--- config.mk ---
export PLATFORM = sky130hd
export DESIGN_NAME = booth_r4_seq_mult
export DESIGN_NICKNAME = d
export VERILOG_FILES = /design/src/rtl/booth_pkg.sv /design/src/rtl/booth_r4_pp_gen.sv /design/src/rtl/booth_r4_seq_mult.sv
export SDC_FILE = /design/constraint.sdc
export NUM_CORES = 1
export LEC_CHECK = 0
export ABC_AREA = 1
export ABC_CLOCK_PERIOD_IN_PS = 4200
export BUFFER_PORTS_ARGS = -buffer_cell sky130_fd_sc_hd__buf_2
export CAP_MARGIN = 20
export CORE_MARGIN = 1
export CORE_UTILIZATION = 40
export CTS_CLUSTER_DIAMETER = 150
export DETAILED_ROUTE_END_ITERATION = 16
export RECOVER_POWER = 50
export SLEW_MARGIN = 30
export SYNTH_ARGS = -nofsm -noshare
export SYNTH_HDL_FRONTEND = slang
export SYNTH_SLANG_ARGS = --single-unit
--- constraint.sdc ---
create_clock -name clock -period 4.2 [get_ports clock]
set_input_delay 0.84 -clock clock [delete_from_list [all_inputs] [get_ports clock]]
set_output_delay 0.84 -clock clock [all_outputs]
set_load 0.005 [all_outputs]
--- src/rtl/booth_pkg.sv ---
// ============================================================================
// Module   : booth_pkg
// Purpose  : Shared types and the radix-4 Booth digit decoder for the
//            sequential Booth multiplier.
// Revision : 1.0
// ============================================================================
`default_nettype none

package booth_pkg;

  typedef enum logic [1:0] {
    IDLE = 2'd0,
    CALC = 2'd1,
    DONE = 2'd2
  } state_e;

  typedef enum logic [2:0] {
    ZERO = 3'd0,
    POS1 = 3'd1,
    POS2 = 3'd2,
    NEG1 = 3'd3,
    NEG2 = 3'd4
  } booth_digit_e;

  // Bit order is {b[2i+1], b[2i], b[2i-1]}.
  function automatic booth_digit_e booth_decode(input logic [2:0] bits);
    booth_digit_e d;
    d = ZERO;
    case (bits)
      3'b001, 3'b010: d = POS1;
      3'b011:         d = POS2;
      3'b100:         d = NEG2;
      3'b101, 3'b110: d = NEG1;
      default:        d = ZERO;
    endcase
    return d;
  endfunction

endpackage

`default_nettype wire

--- src/rtl/booth_r4_pp_gen.sv ---
// ============================================================================
// Module   : booth_r4_pp_gen
// Purpose  : Combinational partial-product generator: selects 0, +/-A or
//            +/-2A from the extended multiplicand for one Booth digit.
// Revision : 1.0
// ============================================================================
`default_nettype none

module booth_r4_pp_gen import booth_pkg::*; #(
  parameter int WIDTH = 8
) (
  input  logic [2:0]       digit,
  input  logic [WIDTH+1:0] a_ext,
  output logic [WIDTH+2:0] pp
);

  logic [WIDTH+2:0] w_a1;
  logic [WIDTH+2:0] w_a2;

  // One extra bit keeps 2A and -2A representable for every operand.
  assign w_a1 = {a_ext[WIDTH+1], a_ext};
  assign w_a2 = {a_ext, 1'b0};

  always_comb begin
    pp = '0;
    case (booth_digit_e'(digit))
      POS1:    pp = w_a1;
      POS2:    pp = w_a2;
      NEG1:    pp = -w_a1;
      NEG2:    pp = -w_a2;
      default: pp = '0;
    endcase
  end

endmodule

`default_nettype wire

--- src/rtl/booth_r4_seq_mult.sv ---
// ============================================================================
// Module   : booth_r4_seq_mult
// Purpose  : Iterative radix-4 Booth multiplier, one digit per clock, with
//            valid/ready handshakes and per-transaction signedness.
// Revision : 1.0
// ============================================================================
`default_nettype none

module booth_r4_seq_mult import booth_pkg::*; #(
  parameter int WIDTH = 8
) (
  input  logic                 clock,
  input  logic                 reset_n,
  input  logic                 in_valid,
  output logic                 in_ready,
  input  logic [WIDTH-1:0]     a,
  input  logic [WIDTH-1:0]     b,
  input  logic                 signed_mode,
  output logic                 out_valid,
  input  logic                 out_ready,
  output logic [2*WIDTH-1:0]   p,
  output logic                 busy
);

  localparam int N_ITER  = WIDTH / 2 + 1;
  localparam int c_ext_w = WIDTH + 2;
  localparam int c_pp_w  = WIDTH + 3;
  localparam int c_acc_w = 2 * WIDTH + 4;
  localparam int c_cnt_w = $clog2(N_ITER);

  generate
    if ((WIDTH % 2) != 0 || WIDTH < 4) begin : g_width_check
      $error("booth_r4_seq_mult: WIDTH must be even and >= 4");
    end
  endgenerate

  state_e               r_state;
  logic [c_ext_w-1:0]   r_a_ext;
  logic [c_ext_w:0]     r_bsh;
  logic [c_acc_w-1:0]   r_acc;
  logic [c_cnt_w-1:0]   r_cnt;

  logic [c_ext_w-1:0]   w_a_ext;
  logic [c_ext_w-1:0]   w_b_ext;
  logic [2:0]           w_digit;
  logic [c_pp_w-1:0]    w_pp;
  logic [c_acc_w-1:0]   w_pp_sx;
  logic [c_acc_w-1:0]   w_acc_next;
  logic                 w_last;

  assign w_a_ext = {{2{signed_mode & a[WIDTH-1]}}, a};
  assign w_b_ext = {{2{signed_mode & b[WIDTH-1]}}, b};

  // r_bsh holds the unconsumed multiplier bits with b[2i-1] at position 0.
  assign w_digit = booth_decode(r_bsh[2:0]);

  booth_r4_pp_gen #(
    .WIDTH (WIDTH)
  ) u_pp_gen (
    .digit (w_digit),
    .a_ext (r_a_ext),
    .pp    (w_pp)
  );

  assign w_pp_sx    = {{(c_acc_w-c_pp_w){w_pp[c_pp_w-1]}}, w_pp};
  assign w_acc_next = r_acc + (w_pp_sx << {r_cnt, 1'b0});
  assign w_last     = (r_cnt == c_cnt_w'(N_ITER - 1));

  always_ff @(posedge clock or negedge reset_n) begin
    if (!reset_n) begin
      r_state   <= IDLE;
      r_a_ext   <= '0;
      r_bsh     <= '0;
      r_acc     <= '0;
      r_cnt     <= '0;
      p         <= '0;
      out_valid <= 1'b0;
      in_ready  <= 1'b1;
      busy      <= 1'b0;
    end else begin
      case (r_state)
        IDLE: begin
          if (in_valid) begin
            r_a_ext  <= w_a_ext;
            r_bsh    <= {w_b_ext, 1'b0};
            r_acc    <= '0;
            r_cnt    <= '0;
            in_ready <= 1'b0;
            busy     <= 1'b1;
            r_state  <= CALC;
          end
        end
        CALC: begin
          r_acc <= w_acc_next;
          r_bsh <= {{2{r_bsh[c_ext_w]}}, r_bsh[c_ext_w:2]};
          r_cnt <= r_cnt + c_cnt_w'(1);
          if (w_last) begin
            p         <= w_acc_next[2*WIDTH-1:0];
            out_valid <= 1'b1;
            r_state   <= DONE;
          end
        end
        DONE: begin
          // Result is held until the consumer takes it; no overlap with a new operand.
          if (out_ready) begin
            out_valid <= 1'b0;
            in_ready  <= 1'b1;
            busy      <= 1'b0;
            r_state   <= IDLE;
          end
        end
        default: r_state <= IDLE;
      endcase
    end
  end

endmodule

`default_nettype wire

======== Word-level counts from Yosys, hierarchy flattened ========
Index checks and enable logic that the tools add are counted.
cells by class
  $add $sub $neg .......................... 4
  multiply operators ...................... 0
  divide/modulo/power cells ............... 0
  $lt $le $gt $ge ......................... 0
  equality and inequality tests ........... 16
  shift operators ......................... 1
  multiplexer cells ....................... 20
  bitwise logic cells ..................... 3
  reduce and logical (&&, ||, !) cells .... 13
operators with widths
  operator             number
  $pmux 11 s4          1
  $pmux 20 s2          1
  $neg 11->11          2
  $pmux 11 s2          1
  $add 20x20->20       1
  $mux 20              1
  $shl 20x4->20        1
  $eq 3x3->1 const B   5
  $eq 3x2->1 const B   4
  $pmux 3 s4           1
  $reduce_and 3->1     4
  $mux 11              1
  $eq 3x1->1 const B   2
  $mux 2               3
  $ne 2x2->1 const B   3
  $pmux 1 s2           3
  $pmux 2 s3           1
  $pmux 3 s2           1
  $reduce_and 2->1     3
  $reduce_bool 2->1    3
  $mux 1               5
  $reduce_or 2->1      2
  $add 3x1->3 const B  1
  $mux 3               1
  5 further kinds      6
storage, ports and cells
  flip-flop bits (word level) ............. 64
  latch bits .............................. 0
  memory bits (writable) .................. 0
  ROM bits ................................ 0
  output and inout bits ................... 19
  memories ................................ 0

======== Depth between registers and ports, before layout ========
  depth after elaboration ................. 8
  depth in mapped cells ................... 26

======== Cells and area by module ========
A second synthesis with hierarchy kept.
second synthesis, totals
  cell total of the unflattened synthesis .. 576
  area, all modules ....................... 4091.4 µm²
modules (own cells, without submodules)
  module             times used  cells an instance  area each (µm²)
  booth_r4_seq_mult  1           477                3568.4
  booth_r4_pp_gen    1           99                 523.0

======== Least setup slack after synthesis ========
Ideal clock, no wire load.
  path kind ............................... register to register
  start ................................... register r_a_ext[0]
  end ..................................... register p[14]
  arrival ................................. 2824 ps
  data required time ...................... 4083 ps
  slack ................................... 1258 ps
  stages on the path, launching flop included .. 23
  buffers on the path ..................... 0
  period minus slack after synthesis ...... 2942 ps
  cell sequence ........................... dfrtp_1 -> inv_2 -> ha_1 -> inv_1 -> nand2_1 -> nand2_1 -> nor2_1 -> a21oi_1 -> nand3_1 -> o21ai_0 -> nor2_1 -> a31oi_1 -> nor2_1 -> ha_1 -> a21oi_1 -> o21ai_0 -> nand3_1 -> nand4_1 -> a21oi_1 -> o21bai_1 -> or2_1 -> nand3_1 -> nand2_1
between the ends
  cells in the longest elaborated chain, start to end .. 4
RTL lines
  item                            line                                          text
  start, declared                 booth_r4_seq_mult.sv:38                       logic [c_ext_w-1:0] r_a_ext;
  start signal, assigned          booth_r4_seq_mult.sv:84                       r_a_ext <= w_a_ext;
  $neg 11->11 (on tied branches)  booth_r4_pp_gen.sv:29, booth_r4_pp_gen.sv:30
  $pmux 11 s4 (*)                 booth_r4_pp_gen.sv:26                         case (booth_digit_e'(digit))
  $shl 20x4->20 (*)               booth_r4_seq_mult.sv:66                       assign w_acc_next = r_acc + (w_pp_sx << {r_cnt, 1'b0});
  $add 20x20->20 (*)              booth_r4_seq_mult.sv:66
  end signal, assigned            booth_r4_seq_mult.sv:98                       p <= w_acc_next[2*WIDTH-1:0];
  end, declared                   booth_r4_seq_mult.sv:21                       output logic [2*WIDTH-1:0] p,
Mark *: on every way between the ends. The rest lies on a longest branch, timed or not.
A chain may end at the register's enable or synchronous reset.

======== Worst setup path after layout ========
Same ends and word-level chain as after synthesis.

==> results.yml <==
run_status:
  violations: "max-capacitance violations, max-slew violations"
  status: "complete, but fails checks"
timing:
  drv_slew: 63
  final.min_clock_period_ns: 3.51
  setup-violations-final: 0
  finalHoldViolCount: 0
  rsz0062_at_grt: "false"
  fin_ws_ns: 0.692
  clock_skew_ns: 0.0113
  fin_crit_sh_pct: 83.5
  relSlewSlack_pct: -21.6
  tns_ns: 0
  max_freq_ghz: 0.285
  worstMarginPinSlew_ns: 1.82
floorplan:
  dieHeight_um: 101
  io_pins: 40
  start_util_pct: 41.6
  design.core.area_mm2: 0.00933
  die_area_mm2: 0.0101
  rows: 35
  die_x_um: 101
layout:
  nNetsFinal: 594
  fill_cells: 952
  diodes: 0
  drive_above_1_share_pct: 16.5
  syn2layout_area_growth_pct: 13.8
  instances_no_fill: 688
detailed_routing:
  drt_iter0_markers: 151
  drtPass1Iterations: 5
  route.detailed.drc: 0
  drt-wirelength-per-cell_um: 13.6
  vias: 3546
  ant_nets: 0
  viasPerCell: 5.15
  wl_mm: 9.36
worst_setup_path:
  worst-path-buf-inv: 2
  crit_chain: "inv_2 > ha_1 > inv_1 > nand2_1 > nand2_1 > nor2_1 > a21oi_1 > nand3_1 > o21ai_0 > nor2_1 > a31oi_1 > nor2_1 > ha_1 > a21oi_1 > o21ai_0 > nand3_1 > nand4_1 > a21oi_1 > o21bai_1 > or2_1 > nand3_1 > nand2_1"
  cpMaxStageDelayCell: "dfrtp_1"
  startpoint_type: "flop"
  r2r_setup_slack_ns: 0.69
  crit_fanout: 4
  reg2reg_from: "r_a_ext[0]$_DFFE_PN0P_"
  criticalPathCategory: "reg -> reg"
  reg2reg_depth: 22
  cp.arrival_ns: 3.75
  critPathMaxStageDelay_ns: 0.40
  critical_path.top_delay_family: "compound AO/OA/AOI/OAI gates"
  rr_endpoint: "p[14]$_DFFE_PN0P_"
  worstSetupEndpointType: "flop"
  required_ns: 4.45
grt:
  grt_start_max_net_pins: 35
  grt_util_met2_pct: 31.5
  grt_usage_pct: 20.7
  top_usage_layer: "met2"
  grt_antenna_before_repair: 0
  grt_use_met1_pct: 29.7
  grt_pass1_vias: 3449
  grt_pass1_wl_mm: 16.3
  overflow: 0
  grtUsageMet3_pct: 2.98
yosys:
  ys_types: 44
  yosys-top-cells-count: "nand2_1, dfrtp_1, o21ai_0"
  ys_ff_latch: 60
  synth_area_leaders: "dfrtp_1, nand2_1, o21ai_0"
  yosysMostFrequentCell: "nand2_1"
  syn_nets: 557
  yosys_warnings: 0
  syn_area_mm2: 0.00388
  async_reset_ff_share_pct: 100
  synth_edf_count: 0
  synth-seq-area-share_pct: 38.7
  synth_ff_type: "dfrtp_1"
  syn_area_per_cell_um2: 7.51
  yosysTopAreaCellShare_pct: 38.0
  synth_top_cell_by_area: "dfrtp_1"
  synthCells: 517
clocking:
  clk_latency_ns: 0.35
  clk_pin_slew_ns: 0.08
  cts.sinks: 60
  h-tree-depth: 3
  hold_buffers: 0
  clockBufferDepth: 2
  cts_tree: "done"
  numCtsBuffers: 9
  cts_resized: 0
  postCtsSetupBuffers: 0
  cts_root_buf: "clkbuf_8"
place:
  pre_cts_ws_ns: 0.735
  dp_hpwl_mm: 7.03
  port_buffers: 39
  gp_congestion: 0.883
  placed_cells: 672
flow_run:
  cap_violations: 2
worst_hold_path:
  min_to: "r_bsh[10]$_DFFE_PN0P_"
  hp-start: "r_bsh[10]$_DFFE_PN0P_"
  hold_path.class: "reg -> reg"
  hold_depth: 2
layout make-up:
cell class                      count  area (um2)  area share, %
Timing Repair Buffer               42         213           4.81
Inverter                           57         215           4.87
Clock buffer                       10         138           3.12
Multi-Input combinational cell    384        2100           47.6
Clock inverter                      6        87.6           1.98
Tap cell                          129         161           3.65
Sequential cell                    60        1500           34.0
placed cells by master (no fill, tap or decap), types with 3 or more instances in the layout:
master / synthesis / layout
a21oi_1: 19 / 19
a221oi_1: 6 / 6
a32o_1: 3 / 3
buf_2: 3 / 38
clkbuf_8: 0 / 10
clkinvlp_4: 0 / 3
dfrtp_1: 59 / 59
ha_1: 18 / 18
inv_1: 47 / 47
inv_2: 7 / 7
nand2_1: 134 / 134
nand2_2: 8 / 8
nand3_1: 41 / 41
nand3_2: 6 / 6
nand4_1: 5 / 5
nor2_1: 32 / 32
nor2_2: 3 / 3
nor2_4: 4 / 4
nor3_1: 7 / 7
o211ai_1: 4 / 4
o21ai_0: 49 / 49
o21ai_1: 8 / 8
o22ai_1: 6 / 6
xnor2_1: 5 / 5
xor2_1: 5 / 5
through the flow:
| stage | utilization [%] | area, um2 | hold slack (ns) |
|---|---|---|---|
| after detailed placement | 45.0 | 4200 | 0.463 |
| final | 47.4 | 4420 | 0.483 |
| after floorplan | - | 3880 | 0.450 |
| after CTS | 47.4 | 4420 | 0.487 |
| after global placement | 45.0 | 4200 | 0.461 |
| after global routing | 47.4 | 4420 | 0.509 |
metal layers:
layer	share of wire, %	up-vias	wire length, um
li1	-	1810	-
met1	52	1653	4900
met2	43	71	4000
met3	3.4	12	314
met4	1.6	0	148
met5	0	-	0
flip-flops by register name, indices dropped and copies added (netlist names):
name	flops
r_acc	16
r_bsh	11
in_ready	1
p	16
out_valid	1
busy	1
r_state	2
r_a_ext	9
r_cnt	3
tightest hold or removal path, delay by kind of cell (launching register included):
family	cells	cell delay [ns]
flip-flops	1	0.35
AND/OR/NAND/NOR	2	0.10
cells by family (layout without fill, tap and decap cells):
family / after synthesis / after routing / synth area share (%)
buf+inv: 73 / 115 / 7.19
compound gates: 108 / 108 / 16.4
flops: 60 / 60 / 38.7
xor+xnor: 10 / 10 / 2.26
simple gates: 247 / 247 / 29.1
fa+ha+maj: 19 / 19 / 6.32
worst max-delay path by stage:
stage | slack [ns] | cells past startpoint | endpoint | start
2_1_floorplan | 1.26 | 22 | p[14]$_DFFE_PN0P_ | r_a_ext[0]$_DFFE_PN0P_
3_3_place_gp | 0.70 | 22 | p[14]$_DFFE_PN0P_ | r_a_ext[0]$_DFFE_PN0P_
3_5_place_dp | 0.73 | 22 | p[14]$_DFFE_PN0P_ | r_a_ext[0]$_DFFE_PN0P_
4_1_cts | 0.74 | 22 | r_acc[14]$_DFFE_PN0P_ | r_a_ext[0]$_DFFE_PN0P_
5_1_grt | 0.24 | 2 | r_bsh[1]$_DFFE_PN0P_ | reset_n
6_report | 0.69 | 22 | p[14]$_DFFE_PN0P_ | r_a_ext[0]$_DFFE_PN0P_
Power is not shown: default switching activity piles up to over one toggle a cycle in this logic, so the estimate is an artifact.
